[src/rtl/stim_phase_guard.sv]
// rtl/stim_phase_guard.sv - dead-time, magnitude-freeze and fault guard for the stimulator H-bridge
module stim_phase_guard #(
  parameter int DEADTIME_CYC  = 4,
  parameter int MAX_PHASE_CYC = 160,
  parameter int MAG_W         = 5
) (
  input  logic             clk,
  input  logic             rst,
  input  logic             EN_ST,
  input  logic             CAT_ST,
  input  logic             ANO_ST,
  input  logic             DIS_ST,
  input  logic [MAG_W-1:0] MAG_ST,
  input  logic             fault_clr,
  output logic             DAC_EN,
  output logic [MAG_W-1:0] DAC_CODE,
  output logic             SW_CAT,
  output logic             SW_ANO,
  output logic             SW_DIS,
  output logic             FAULT,
  output logic [1:0]       fault_code,
  output logic             busy
);

  localparam int DW = $clog2(DEADTIME_CYC + 1);
  localparam int PW = $clog2(MAX_PHASE_CYC);
  localparam logic [DW-1:0] DLOAD = DW'(DEADTIME_CYC - 1);
  localparam logic [PW-1:0] PLAST = PW'(MAX_PHASE_CYC - 1);

  localparam logic [1:0] FC_OVERLAP = 2'b01;
  localparam logic [1:0] FC_TIMEOUT = 2'b10;
  localparam logic [1:0] FC_NO_EN   = 2'b11;

  // One-hot encoding: bit 3/4/5 line up with request bit 0/1/2 (CAT/ANO/DIS)
  typedef enum logic [6:0] {
    ST_IDLE  = 7'b0000001,
    ST_ARMED = 7'b0000010,
    ST_DEAD  = 7'b0000100,
    ST_CAT   = 7'b0001000,
    ST_ANO   = 7'b0010000,
    ST_DIS   = 7'b0100000,
    ST_FAULT = 7'b1000000
  } state_e;

  // Registered copies of every input; the FSM never looks at the raw ports
  logic             r_en_q;
  logic [2:0]       r_req_q;   // {DIS, ANO, CAT}
  logic [MAG_W-1:0] r_mag_q;
  logic             r_clr_q;

  state_e           state_q, state_d;
  logic [DW-1:0]    dcnt_q, dcnt_d;
  logic [PW-1:0]    pcnt_q, pcnt_d;
  logic [2:0]       tgt_q, tgt_d;
  logic [MAG_W-1:0] mag_q, mag_d;
  logic [1:0]       code_q, code_d;

  logic             req_none;
  logic             req_multi;
  logic             req_single;
  logic [2:0]       own_req;

  // Input sampling stage
  always_ff @(posedge clk) begin
    if (rst) begin
      r_en_q  <= 1'b0;
      r_req_q <= 3'b000;
      r_mag_q <= '0;
      r_clr_q <= 1'b0;
    end else begin
      r_en_q  <= EN_ST;
      r_req_q <= {DIS_ST, ANO_ST, CAT_ST};
      r_mag_q <= MAG_ST;
      r_clr_q <= fault_clr;
    end
  end

  // Request classification on the sampled inputs
  always_comb begin
    req_none   = (r_req_q == 3'b000);
    req_multi  = ((r_req_q & (r_req_q - 3'b001)) != 3'b000);
    req_single = !req_none && !req_multi;
    own_req    = state_q[5:3];
  end

  // State, counters, pending phase, frozen magnitude and fault cause
  always_ff @(posedge clk) begin
    if (rst) begin
      state_q <= ST_IDLE;
      dcnt_q  <= '0;
      pcnt_q  <= '0;
      tgt_q   <= 3'b000;
      mag_q   <= '0;
      code_q  <= 2'b00;
    end else begin
      state_q <= state_d;
      dcnt_q  <= dcnt_d;
      pcnt_q  <= pcnt_d;
      tgt_q   <= tgt_d;
      mag_q   <= mag_d;
      code_q  <= code_d;
    end
  end

  // Next-state logic: fault traps first (overlap beats missing EN), then per-state sequencing
  always_comb begin
    state_d = state_q;
    dcnt_d  = dcnt_q;
    pcnt_d  = pcnt_q;
    tgt_d   = tgt_q;
    mag_d   = mag_q;
    code_d  = code_q;

    if (state_q != ST_FAULT && req_multi) begin
      state_d = ST_FAULT;
      code_d  = FC_OVERLAP;
    end else if (state_q != ST_FAULT && !req_none && !r_en_q) begin
      state_d = ST_FAULT;
      code_d  = FC_NO_EN;
    end else begin
      unique case (state_q)
        ST_IDLE: begin
          // A request arriving together with EN does not arm; the generator must open EN first
          if (r_en_q && req_none) begin
            state_d = ST_ARMED;
            mag_d   = r_mag_q;
          end
        end
        ST_ARMED: begin
          if (req_single) begin
            state_d = ST_DEAD;
            dcnt_d  = DLOAD;
            tgt_d   = r_req_q;
          end else if (!r_en_q) begin
            state_d = ST_IDLE;
          end
        end
        ST_DEAD: begin
          if (req_none) begin
            state_d = ST_ARMED;
          end else if (r_req_q != tgt_q) begin
            dcnt_d = DLOAD;
            tgt_d  = r_req_q;
          end else if (dcnt_q == '0) begin
            pcnt_d = '0;
            case (tgt_q)
              3'b001:  state_d = ST_CAT;
              3'b010:  state_d = ST_ANO;
              default: state_d = ST_DIS;
            endcase
          end else begin
            dcnt_d = dcnt_q - DW'(1);
          end
        end
        ST_CAT, ST_ANO, ST_DIS: begin
          if (req_none) begin
            state_d = ST_ARMED;
          end else if (r_req_q != own_req) begin
            // Phase change: drop the current switch now, dead time runs in DEAD
            state_d = ST_DEAD;
            dcnt_d  = DLOAD;
            tgt_d   = r_req_q;
          end else if (pcnt_q == PLAST) begin
            state_d = ST_FAULT;
            code_d  = FC_TIMEOUT;
          end else begin
            pcnt_d = pcnt_q + PW'(1);
          end
        end
        ST_FAULT: begin
          if (r_clr_q && !r_en_q && req_none) begin
            state_d = ST_IDLE;
            code_d  = 2'b00;
          end
        end
        default: begin
          state_d = ST_IDLE;
        end
      endcase
    end
  end

  // Output decode straight from the one-hot state register
  always_comb begin
    SW_CAT     = state_q[3];
    SW_ANO     = state_q[4];
    SW_DIS     = state_q[5];
    DAC_EN     = |state_q[5:1];
    DAC_CODE   = DAC_EN ? mag_q : '0;
    FAULT      = state_q[6];
    fault_code = state_q[6] ? code_q : 2'b00;
    busy       = !state_q[0];
  end

endmodule

[config.mk]
export PLATFORM = sky130hd
export DESIGN_NAME = stim_phase_guard
export DESIGN_NICKNAME = d
export VERILOG_FILES = /design/src/rtl/stim_phase_guard.sv
export SDC_FILE = /design/constraint.sdc
export NUM_CORES = 1
export LEC_CHECK = 0
export ABC_CLOCK_PERIOD_IN_PS = 5400
export CAP_MARGIN = 10
export CORE_MARGIN = 1
export CORE_UTILIZATION = 25
export DETAILED_ROUTE_END_ITERATION = 12
export PLACE_DENSITY_LB_ADDON = 0.08
export SLEW_MARGIN = 20
export SYNTH_ARGS = -nofsm -noshare
export SYNTH_HDL_FRONTEND = slang
export SYNTH_SLANG_ARGS = --single-unit
[constraint.sdc]
create_clock -name clk -period 5.4 [get_ports clk]
set_input_delay 0.81 -clock clk [delete_from_list [all_inputs] [get_ports clk]]
set_output_delay 0.81 -clock clk [all_outputs]
set_load 0.02 [all_outputs]
After elaboration in Yosys (flattened, before gate mapping)
Cells that the tools add are included.
{"block": "classes", "n_addsub": 3, "eq_ne": 42, "n_mux": 43, "n_bitwise": 3, "n_reduce_logical": 30}
{"op": "two-way mux 7 bit", "count": 12}
{"op": "two-way mux 8 bit", "count": 6}
{"op": "case mux 7 bit (5 select lines)", "count": 1}
{"op": "two-way mux 3 bit", "count": 11}
{"op": "inequality test 3 bit (second input constant)", "count": 8}
{"op": "inequality test 4 bit (second input constant)", "count": 6}
{"op": "inequality test 2 bit (second input constant)", "count": 11}
{"op": "case mux 3 bit (3 select lines)", "count": 2}
{"op": "case mux 8 bit (2 select lines)", "count": 1}
{"op": "AND reduction 8 bit", "count": 2}
{"op": "inequality test 5 bit (second input constant)", "count": 3}
{"op": "two-way mux 2 bit", "count": 6}
{"op": "case mux 6 bit (2 select lines)", "count": 1}
{"op": "AND reduction 6 bit", "count": 2}
{"op": "AND reduction 5 bit", "count": 2}
{"op": "AND reduction 9 bit", "count": 1}
{"op": "nonzero test 3 bit", "count": 3}
{"op": "adder 8 x 1 -> 8 bit (second input constant)", "count": 1}
{"op": "equality test 8 bit (second input constant)", "count": 1}
{"op": "equality test 7 x 1 -> 1 bit (second input constant)", "count": 1}
{"op": "equality test 7 x 2 -> 1 bit (second input constant)", "count": 1}
{"op": "equality test 7 x 3 -> 1 bit (second input constant)", "count": 1}
{"op": "equality test 7 x 4 -> 1 bit (second input constant)", "count": 1}
{"op": "equality test 7 x 5 -> 1 bit (second input constant)", "count": 1}
{"op": "22 further kinds", "count": 36}
{"block": "totals", "reg_bits": 38, "word_cells": 133}

Depth between registers and ports, before layout
{"block": "depth", "word_depth": 9, "mapped_depth": 8}

Worst setup path before layout
No wires, ideal clock.
{"block": "synth_timing", "path_kind": "reg-to-reg", "start": "register state_q[4]", "end": "register dcnt_q[0]", "setup_ps": 60, "arrival_time_ps": 2132, "slack_ps": 3208, "path_stages_with_launch": 7, "period_less_slack_ps": 2192, "cell_sequence": "dfxtp_1 > buf_6 > or3_4 > or4_4 > a221oi_4 > and3_4 > o221a_1"}
{"block": "synth_between", "elab_chain_cells": 5, "elab_cells_between_ends": 21, "cone_classes": "eq/ne: 12; mux: 1; bitwise: 2; reduce/logical: 6"}
{"item": "from (decl)", "line": "51", "rtl": "state_e state_q, state_d;"}
{"item": "from (signal assigned)", "line": "96", "rtl": "state_q <= state_d;"}
{"item": "parallel branches: the longest is 5 deep, another holds AND reduction 8 bit"}
{"item": "to (signal assigned)", "line": "97", "rtl": "dcnt_q <= dcnt_d;"}
{"item": "to (decl)", "line": "52", "rtl": "logic [DW-1:0] dcnt_q, dcnt_d;"}
Parallel ways; which one is timed is not known.
A chain may end at the register's enable or synchronous reset.

Worst setup path after layout
{"block": "layout_timing", "start": "register state_q[3]", "end": "output port DAC_CODE[1]"}
{"block": "layout_between", "elab_chain_cells": 2}
{"item": "OR reduction 5 bit", "line": "188", "rtl": "DAC_EN = |state_q[5:1];"}
{"item": "two-way mux 5 bit", "line": "189", "rtl": "DAC_CODE = DAC_EN ? mag_q : '0;"}
{"item": "to (decl)", "line": "16", "rtl": "output logic [MAG_W-1:0] DAC_CODE,"}
Every way passes these cells.

==> results.toml <==
[drt]
drc = 0
vias = 2014
drt-total-wl_mm = 6.26
ant_nets = 0
drtIter0Drc = 83
vias_per_cell = 5.22
wl_per_cell_um = 16.2
dr.pass1.iters = 4

[finish]
antennaDiodeCount = 0
drive_above_1_share_pct = 9.35
fin_nets = 292
area_delta_synth_final_pct = 18.2

[synthesis]
synth_top_area_cell = "dfxtp_1"
synth_cell_types = 67
synth_edf_count = 0
ys.warnings.count = 0
yosys-top-cells-count = "38 x dfxtp_1, 18 x nand2_1, 17 x nor2b_1"
synth_nets = 277
synthArstFlopShare_pct = 0
syn_area_per_cell_um2 = 8.60
ys_seq_area_share_pct = 33.8
synth_cells = 262
synth-seq-cells = 38
synth-main-ff-cell = "dfxtp_1"
ys_top_cells_by_area = "dfxtp_1 34%, nor2b_1 4.7%, mux2i_1 3.1%, nand2_1 3.0%, and2_1 2.8%"
synth.most_common_cell = "dfxtp_1"
netlist.area_leader.share_pct = 33.8
syn_area_um2 = 2250

[sta]
setup_tns_ns = 0
max_freq_mhz = 356
min_period_ns = 2.81
drv_slew = 0
min_period_over_period_pct = 52.0
slew_headroom_pct = 49.0
final_hold_viol_count = 0
setup_ws_ns = 2.59
setup_viol = 0
skew_ns = 0.00736
rsz0062_at_grt = "false"
worstMarginPinSlew_ns = 0.762

[pwr]
internal_power_mw = 0.434
p_clk_share_pct = 34.4
pwr-share-comb_pct = 16.2
p_leak_nw = 0.987
p_sw_mw = 0.176
ir_worst_vdd_v = 0.0000983
cellPowerDensity_nw_per_um2 = 229
p_sw_share_pct = 28.8
pwr-share-seq_pct = 49.4

[floorplan]
num_io_pins = 25
initial_core_util_pct = 25.8
rows = 34
die_area_um2 = 9390
core-area_um2 = 8720
die_h_um = 96.9
die_w_um = 96.9

[clock_network]
numCtsBuffers = 5
cts-root-buf = "clkbuf_8"
clock-sinks = 38
cts_setup_buffers = 0
h-tree-depth = 2
clock_path_buffers = 2
cts_hold_buf = 0
cts_tree = "built"
insertion_delay_ns = 0.29
cts_resized = 0
clk_pin_slew_ns = 0.08

[grt]
grt_max_degree = 22
grt_pass1_wl_mm = 10.3
antenna_found_initial = 0
grt_pass1_vias = 1956
grt_usage_pct = 13.7
gr-total-overflow = 0

[critical_path]
cp-end-kind = "output pin"
crit_path_start = "state_q[3]"
r2r-end = "pcnt_q[5]"
r2r_cells = 5
worstSetupEndpoint = "DAC_CODE[1]"
cp_max_fo = 15
cp.required_ns = 4.59
rr_startpoint = "r_req_q[1]"
cp.arrival_ns = 2.00
cp-start-kind = "flip-flop"
r2r_setup_slack_ns = 2.84
path_class = "flip-flop to output pin"

[flow_run]
cap_violations = 0

[placed_design]
portBuffers = 24
dpl.hpwl_mm = 4.55
dp_slack_ns = 2.63
routabilityCongestion = 0.765

[hold_path]
min_from = "r_mag_q[0]"
hold_path_class = "flip-flop to flip-flop"
hold_path_depth = 2

[status]
status = "completed"
flip-flops by register name, summed over array words and instances (netlist names):
signal	cells
pcnt_q	8
state_q	7
mag_q	5
r_mag_q	5
dcnt_q	3
r_req_q	3
tgt_q	3
code_q	2
r_clr_q	1
r_en_q	1
through the flow:
stage	std cells	cell area, um2	util (%)	hold WS, ns	total power [mW]
6_report	386	2660	30.5	0.467	0.609
4_1_cts	386	2660	30.5	0.473	0.619
2_1_floorplan	262	2250	-	0.437	0.370
3_3_place_gp	378	2570	29.4	0.450	0.409
5_1_grt	386	2660	30.5	0.487	0.641
3_5_place_dp	378	2570	29.4	0.450	0.406
area by class of cell:
class / instances / area [um2]
Multi-Input combinational cell: 193 / 1360
Clock buffer: 6 / 82.6
Clock inverter: 2 / 12.5
Fill cell: 941 / 6060
Tap cell: 108 / 135
Inverter: 12 / 45.0
Timing Repair Buffer: 27 / 263
Sequential cell: 38 / 761
critical path, stage by stage (launching register included):
cell and delay [ns]:
dfxtp_1 0.64, nor3_1 0.13, nand2_1 0.19, and2_1 0.14
clkdlybuf4s50_1 0.60
cells in the final DEF (no fill, tap or decap), types with 7 or more instances in the layout:
| master | netlist | final |
|---|---|---|
| a21oi_1 | 8 | 8 |
| and2_1 | 10 | 10 |
| clkdlybuf4s50_1 | 0 | 24 |
| dfxtp_1 | 38 | 38 |
| inv_1 | 12 | 12 |
| mux2i_1 | 7 | 7 |
| nand2_1 | 18 | 18 |
| nand3_1 | 12 | 12 |
| nor2_1 | 10 | 10 |
| nor2b_1 | 17 | 17 |
| nor3_1 | 8 | 8 |
| o211ai_1 | 7 | 7 |
power groups by stage:
stage / Combinational (mW) / Sequential (mW) / Clock (mW)
after floorplan: 0.0679 / 0.303 / 0
after detailed placement: 0.0980 / 0.308 / 0
after CTS: 0.0986 / 0.301 / 0.220
after global placement: 0.101 / 0.308 / 0
after global routing: 0.108 / 0.303 / 0.230
final: 0.0988 / 0.301 / 0.209
cell families (layout without fill, tap and decap cells):
logic type	after synthesis	count (layout)	synth area share, %
buffers and inverters	31	47	5.67
multiplexers	7	7	3.11
XOR/XNOR	7	7	2.72
adder cells (fa/ha/maj)	4	4	2.11
AND/OR/NAND/NOR	105	105	27.2
AO/OA/AOI/OAI	70	70	25.4
flip-flops	38	38	33.8
how the worst min path moves through the flow:
stage	to	slack [ns]
3_5_place_dp	mag_q[0]	0.45
2_1_floorplan	mag_q[0]	0.44
5_1_grt	mag_q[4]	0.49
6_report	mag_q[0]	0.47
4_1_cts	mag_q[0]	0.47
3_3_place_gp	mag_q[4]	0.45
routing by layer:
layer,part of all wire [%],global-route usage (%)
met1,50,18.9
met2,46,22.0
met5,0,0
met3,2.9,2.17
met4,1.1,4.13
Note: power is estimated with default switching activity, not from simulation.
